--- config.mk ---
export PLATFORM = sky130hd
export DESIGN_NAME = note_stabilizer
export DESIGN_NICKNAME = d
export VERILOG_FILES = /design/src/rtl/note_stabilizer.sv
export SDC_FILE = /design/constraint.sdc
export NUM_CORES = 1
export LEC_CHECK = 0
export BUFFER_PORTS_ARGS = -buffer_cell sky130_fd_sc_hd__buf_2
export CAP_MARGIN = 20
export CORE_MARGIN = 4
export CORE_UTILIZATION = 30
export DETAILED_ROUTE_END_ITERATION = 10
export MAX_ROUTING_LAYER = met4
export PLACE_DENSITY_LB_ADDON = 0.15
export SETUP_SLACK_MARGIN = 0.05
export SLEW_MARGIN = 25
export SYNTH_ARGS = -nofsm -noshare
export SYNTH_HDL_FRONTEND = slang
export SYNTH_SLANG_ARGS = --single-unit
--- constraint.sdc ---
create_clock -name pixel_clk_in -period 3.5 [get_ports pixel_clk_in]
set_input_delay 0.7 -clock pixel_clk_in [delete_from_list [all_inputs] [get_ports pixel_clk_in]]
set_output_delay 0.7 -clock pixel_clk_in [all_outputs]
set_load 0.01 [all_outputs]
--- src/rtl/note_stabilizer.sv ---
// Pitch-code conditioner: sanitizes raw estimates, commits a note only after a stable run,
// and falls back to rest after a long stretch without a sounding sample.
module note_stabilizer #(
  parameter int STABLE_COUNT   = 4,
  parameter int SILENCE_CYCLES = 18562500
) (
  input  logic       pixel_clk_in,
  input  logic       rst_in,
  input  logic       toggle_in,
  input  logic       raw_valid_in,
  input  logic [5:0] raw_note_in,
  output logic [5:0] note_out,
  output logic       note_change_out,
  output logic       stable_out
);

  localparam int              SIL_W   = $clog2(SILENCE_CYCLES + 1);
  localparam logic [SIL_W-1:0] SIL_MAX = SIL_W'(SILENCE_CYCLES);
  localparam logic [3:0]       STABLE  = 4'(STABLE_COUNT);

  typedef enum logic {IDLE, TRACK} state_t;

  state_t           state, state_nxt;
  logic [5:0]       s, cand, cand_nxt, note_nxt;
  logic [3:0]       cnt, cnt_nxt;
  logic [SIL_W-1:0] sil, sil_nxt;
  logic             change_nxt, stable_nxt;

  // Anything outside the chromatic window, including the no-note codes, reads as rest.
  assign s = (raw_note_in >= 6'h20 && raw_note_in <= 6'h35) ? raw_note_in : 6'h00;

  always_ff @(posedge pixel_clk_in) begin
    if (rst_in) state <= IDLE;
    else        state <= state_nxt;
  end

  always_comb begin
    state_nxt = toggle_in ? TRACK : IDLE;
  end

  always_comb begin
    cand_nxt   = 6'h00;
    cnt_nxt    = 4'd0;
    sil_nxt    = '0;
    note_nxt   = 6'h00;
    change_nxt = 1'b0;
    stable_nxt = 1'b0;
    if (state == TRACK && toggle_in) begin
      cand_nxt = cand;
      cnt_nxt  = cnt;
      note_nxt = note_out;
      if (raw_valid_in && s != 6'h00) sil_nxt = '0;
      else if (sil == SIL_MAX)        sil_nxt = sil;
      else                            sil_nxt = sil + 1'b1;

      // Timeout forcing repeats while saturated; a sounding sample clears sil first, so it wins.
      if (sil_nxt == SIL_MAX) begin
        cand_nxt   = 6'h00;
        cnt_nxt    = 4'd0;
        note_nxt   = 6'h00;
        change_nxt = (note_out != 6'h00);
      end else begin
        if (raw_valid_in) begin
          if (s == cand) begin
            cnt_nxt = (cnt == 4'd15) ? cnt : cnt + 4'd1;
          end else begin
            cand_nxt = s;
            cnt_nxt  = 4'd1;
          end
        end
        if (cnt_nxt >= STABLE && cand_nxt != note_out) begin
          note_nxt   = cand_nxt;
          change_nxt = 1'b1;
        end
      end
      stable_nxt = (cnt_nxt >= STABLE) && (cand_nxt == note_nxt);
    end
  end

  always_ff @(posedge pixel_clk_in) begin
    if (rst_in) begin
      cand            <= 6'h00;
      cnt             <= 4'd0;
      sil             <= '0;
      note_out        <= 6'h00;
      note_change_out <= 1'b0;
      stable_out      <= 1'b0;
    end else begin
      cand            <= cand_nxt;
      cnt             <= cnt_nxt;
      sil             <= sil_nxt;
      note_out        <= note_nxt;
      note_change_out <= change_nxt;
      stable_out      <= stable_nxt;
    end
  end

endmodule

**Word level (Yosys, flattened, before mapping)**

Index checks and enable logic that the tools add are counted.

- Output and inout port bits: 8
- Bits of input ports: 10
- Flip-flop bits (word level): 44

- Add/sub/neg operators: 2
- Magnitude comparators: 4
- Equal/unequal tests: 6
- Reduce and logical (&&, ||, !) cells: 8
- Bitwise gates (word level): 1
- Muxes and demuxes: 23

Operator list:

| kind | count |
|---|---|
| 25-bit two-way mux | 3 |
| 6-bit two-way mux | 10 |
| 25-bit equality test (second input constant) | 2 |
| 4-bit two-way mux | 7 |
| 25-bit by 1-bit adder with 25-bit output (second input constant) | 1 |
| 6-bit equality test | 2 |
| 6-bit nonzero test | 2 |
| 4-bit by 3-bit >= comparator with 1-bit output (second input constant) | 2 |
| 6-bit >= comparator (second input constant) | 1 |
| 6-bit less-or-equal comparator (second input constant) | 1 |
| 6-bit != test | 1 |
| 1-bit logical AND | 5 |
| 4-bit by 1-bit adder with 4-bit output (second input constant) | 1 |
| 4-bit equality test (second input constant) | 1 |
| 1-bit two-way mux | 3 |
| 2-bit OR reduction | 1 |
| 1-bit NOT | 1 |

**Depth between registers and ports, before layout**

- Depth in word-level cells: 17
- Depth in mapped cells: 11

**Least setup slack after synthesis**

Ideal clock, no wire load.

- Path kind: reg-to-reg
- Start: register sil[0]
- End: register stable_out
- Arrival: 2.518 ns
- Slack: 0.845 ns
- Clock period less this slack: 2.655 ns
- Data required time: 3.363 ns
- Stages on the path, launching flop included: 12
- Setup time: 0.137 ns
- Cell sequence: dfxtp_1 > inv_1 > ha_1 > nor4b_1 > nand3_1 > nor4_4 > mux2_2 > nor4_2 > nand4_2 > nand2_4 > buf_6 > nor2_1

- Cells in the longest elaborated chain, start to end: 9
- Elaborated cells on any way between the ends: 15

RTL lines:

| item | line | RTL |
|---|---|---|
| from (decl) | 26 | `logic [SIL_W-1:0] sil, sil_nxt;` |
| from (signal assigned) | 91 | `sil <= sil_nxt;` |
| 25-bit by 1-bit adder with 25-bit output / 25-bit equality test (equally long branches) | 54, 53 |  |
| 25-bit two-way mux (*) | 53 | `else if (sil == SIL_MAX) sil_nxt = sil;` |
| 25-bit two-way mux (*) | 52 | `if (raw_valid_in && s != 6'h00) sil_nxt = '0;` |
| 25-bit two-way mux (*) | 48 | `if (state == TRACK && toggle_in) begin` |
| 25-bit equality test (*) | 57 | `if (sil_nxt == SIL_MAX) begin` |
| 4-bit two-way mux / 6-bit two-way mux (equally long branches) | 57 |  |
| 4-bit two-way mux / 6-bit two-way mux (equally long branches) | 48 |  |
| 4-bit by 3-bit >= comparator with 1-bit output / 6-bit equality test (equally long branches) | 76 | `stable_nxt = (cnt_nxt >= STABLE) && (cand_nxt == note_nxt);` |
| 1-bit logical AND (*) | 76 |  |
| to (signal assigned) | 94 | `stable_out <= stable_nxt;` |
| to (decl) | 14 | `output logic stable_out` |

Mark *: on every way between the ends. The rest lies on a longest branch, timed or not. The select of a mux whose other input is x is not followed.
A chain may end at the register's enable or synchronous reset.

**Final worst setup path**

- Start: register sil[0]
- End: register cnt[1]

- Cells in the longest elaborated chain, start to end: 7
- Elaborated cells on any way between the ends: 8

RTL lines:

| item | line | RTL |
|---|---|---|
| 25-bit by 1-bit adder with 25-bit output / 25-bit equality test (equally long branches) | 54, 53 |  |
| 25-bit two-way mux (*) | 53 |  |
| 25-bit two-way mux (*) | 52 |  |
| 25-bit two-way mux (*) | 48 |  |
| 25-bit equality test (*) | 57 |  |
| 4-bit two-way mux (*) | 57 |  |
| 4-bit two-way mux (*) | 48 |  |
| to (signal assigned) | 90 | `cnt <= cnt_nxt;` |
| to (decl) | 25 | `logic [3:0] cnt, cnt_nxt;` |

Marked as above.

==> results.yml <==
status:
  status: "finished clean"
synthesis:
  synth_flop_cell: "dfxtp_1"
  synth-seq-cells: 44
  ys_seq_area_share_pct: 34.8
  synth_warnings: 0
  synth_cell_types: 53
  synth_area_per_cell_sq_um: 8.47
  async_flop_share_pct: 0
  synth_enable_flop_cells: 0
  synthesis.area_sq_um: 2530
  syn-num-nets: 312
  synth_cells: 299
critical_path:
  setup.worst_path.start: "sil[0]"
  r2r_cells: 10
  start_kind: "flip-flop"
  r2r-end: "cnt[1]"
  arrival_ps: 3190
  cp_max_fo: 15
  endpoint: "cnt[1]"
  cp_cell_sequence: "inv_1, ha_1, nor4b_1, nand3_1, nor4_4, mux2_2, nor4_2, nand4_2, nand2_4, nor3_1"
  cp_slowest_cell: "nor4_4"
  critPathKind: "flip-flop to flip-flop"
  worst_path_largest_cell_delay_ps: 480
  crit_required_ps: 3690
  worst_setup_path_end_kind: "flip-flop"
  timing.rr.start: "sil[0]"
  ff2ff_setup_slack_ps: 490
timing:
  report.final.slew_viol_count: 0
  fin_crit_ps: 3010
  slew_headroom_pct: 57.2
  tightest_slew_ps: 642
  grt_setup_unrepaired: "false"
  fin_skew_ps: 13.3
  fmax_mhz: 333
  setup_tns_ps: 0
  setup_ws_ps: 493
  timing.final.crit_share_pct: 85.9
  setup_viol: 0
  hold_viol: 0
cells_and_area:
  multi_input_area_sq_um: 1550
  layoutNonFillerInstCount: 418
  drive_gt1_share_pct: 14.4
  register_area_sq_um: 881
  final_area_sq_um: 2820
  finish.utilization_pct: 34.3
  synthToLayoutAreaGrowth_pct: 11.1
  nets: 325
  final.fill_count: 864
  diodes: 0
routing:
  first_pass_iters: 4
  wl_microns: 5990
  drc: 0
  drtAntennaViolNets: 0
  wl_per_cell_microns: 14.3
  vias: 2094
  drt_iter0_markers: 108
  viasPerCell: 5.01
floorplan:
  core.rowCount: 33
  initial_core_util_pct: 30.8
  core_sq_um: 8220
  pin_count: 18
  die_height_microns: 99.9
  dieArea_sq_um: 9980
  die_w_microns: 99.9
global_routing:
  grt_pass1_vias: 1983
  grt_util_all_layers_pct: 13.1
  grt-ovfl-total: 0
  grt_max_degree: 16
  antenna_found_initial: 0
  grt_first_pass_wirelength_microns: 10200
placed_design:
  numPlacedInstances: 410
  place.detailed.hpwl_microns: 4570
  place_congestion: 0.806
  preCtsSetupSlack_ps: 504
  placed_area_sq_um: 2700
  port_buffers: 17
clocking:
  cts_inserted_buffers: 5
  clk_pin_slew_ps: 100
  postCtsHoldBufs: 0
  htreeDepth: 2
  cts_setup_buffers: 0
  cts_tree: "built"
  cts_resized: 0
  clkSinkCount: 44
  clock_latency_ps: 310
  clockBufferDepth: 2
  clockRootBuffer: "clkbuf_8"
power:
  sw_frac_of_total_pct: 22.8
  power_frac_seq_pct: 53.0
  p_comb_share_pct: 4.2
  cellLeakagePower_uw: 0.000982
  p_switching_uw: 216
  internal-power_uw: 733
  clockPowerShare_pct: 42.8
  max-vdd-ir-drop_mv: 0.183
  powerDensity_nw_per_um2: 337
hold_path:
  min_path_type: "flip-flop to flip-flop"
run:
  maxCapViolCount: 0
==> critical path, delay by kind of cell (launching register included) <==
family | cells | cell delay [ps]
mux | 1 | 420
buf+inv | 1 | 130
simple gates | 7 | 1790
flops | 1 | 380
fa+ha+maj | 1 | 170
==> cells in the mapped netlist, types with 3 or more instances <==
library cell   n  area share [%]
a211oi_1       6             1.8
clkbuf_1       8             1.2
mux2i_1        6             2.4
a21oi_1        9             1.8
nor4_1         7             1.7
and3_1         8             2.0
nand3_1       16             3.2
ha_1           3             1.5
nor3_1         9             1.8
o22ai_1        4            0.99
o21ai_0        6             1.2
or3_1          4            0.99
xnor2_1       24             8.3
nand4_1        7             1.7
nand2_1       17             2.5
xor2_1         9             3.1
and4_1         4             1.4
dfxtp_1       44              35
inv_1          8             1.2
nor2_1        49             7.3
==> power groups by stage <==
stage                     sequential, uW  clock (uW)  combinational (uW)
after global placement               515           0                40.7
after detailed placement             515           0                40.5
after floorplan                      514           0                27.2
final                                503         406                40.1
after CTS                            503         425                40.8
after global routing                 503         448                45.4
==> how the worst min path moves through the flow <==
stage / slack, ps / cells after the start / start / to
global route: 470 / 2 / state / note_change_out
detailed placement: 420 / 2 / state / note_change_out
floorplan: 410 / 2 / state / note_change_out
global placement: 420 / 2 / state / note_change_out
finish: 440 / 2 / state / note_change_out
CTS: 440 / 2 / state / note_change_out
==> layout by cell type, fill, tap and decap left out, types with 8 or more instances in the layout <==
master | Yosys | layout
and3_1 | 8 | 8
buf_2 | 2 | 17
a21oi_1 | 9 | 9
nand3_1 | 16 | 16
dfxtp_1 | 44 | 44
nor2_1 | 49 | 49
xnor2_1 | 24 | 24
nor3_1 | 9 | 9
xor2_1 | 9 | 9
nand2_1 | 17 | 17
inv_1 | 8 | 8
==> logic make-up (layout without fill, tap and decap cells) <==
family          after synthesis  count (layout)  synth area share (%)
compound gates               42              42                  11.6
mux                           7               7                  2.81
flops                        44              44                  34.8
buf+inv                      22              36                  4.05
xor+xnor                     33              33                  11.4
fa+ha+maj                     3               3                  1.48
simple gates                148             148                  33.9
==> sequential cells by signal, summed over array words and instances, names as in the netlist <==
signal and flops:
cand 6, cnt 4, note_change_out 1, note_out 6, sil 25, state 1, stable_out 1
==> per-layer routing <==
| metal | up-vias | global-route usage (%) | share of wire (%) |
|---|---|---|---|
| met5 | - | - | 0 |
| met4 | 0 | 3.36 | 1.0 |
| met3 | 4 | 2.36 | 3.6 |
| met2 | 28 | 19.4 | 45 |
| met1 | 962 | 18.3 | 51 |
| li1 | 1100 | - | - |
==> final cells by class <==
| type | instances | area share, % |
|---|---|---|
| Clock buffer | 5 | 2.44 |
| Clock inverter | 3 | 1.64 |
| Inverter | 8 | 1.07 |
| Multi-Input combinational cell | 233 | 55.1 |
| Sequential cell | 44 | 31.3 |
| Tap cell | 105 | 4.67 |
| Timing Repair Buffer | 20 | 3.82 |
==> through the flow <==
step	hold slack [ps]	power (uW)
CTS	440	969
detailed placement	422	555
finish	437	949
floorplan	410	542
global route	475	996
global placement	421	555
(Power assumes the default switching activity.)
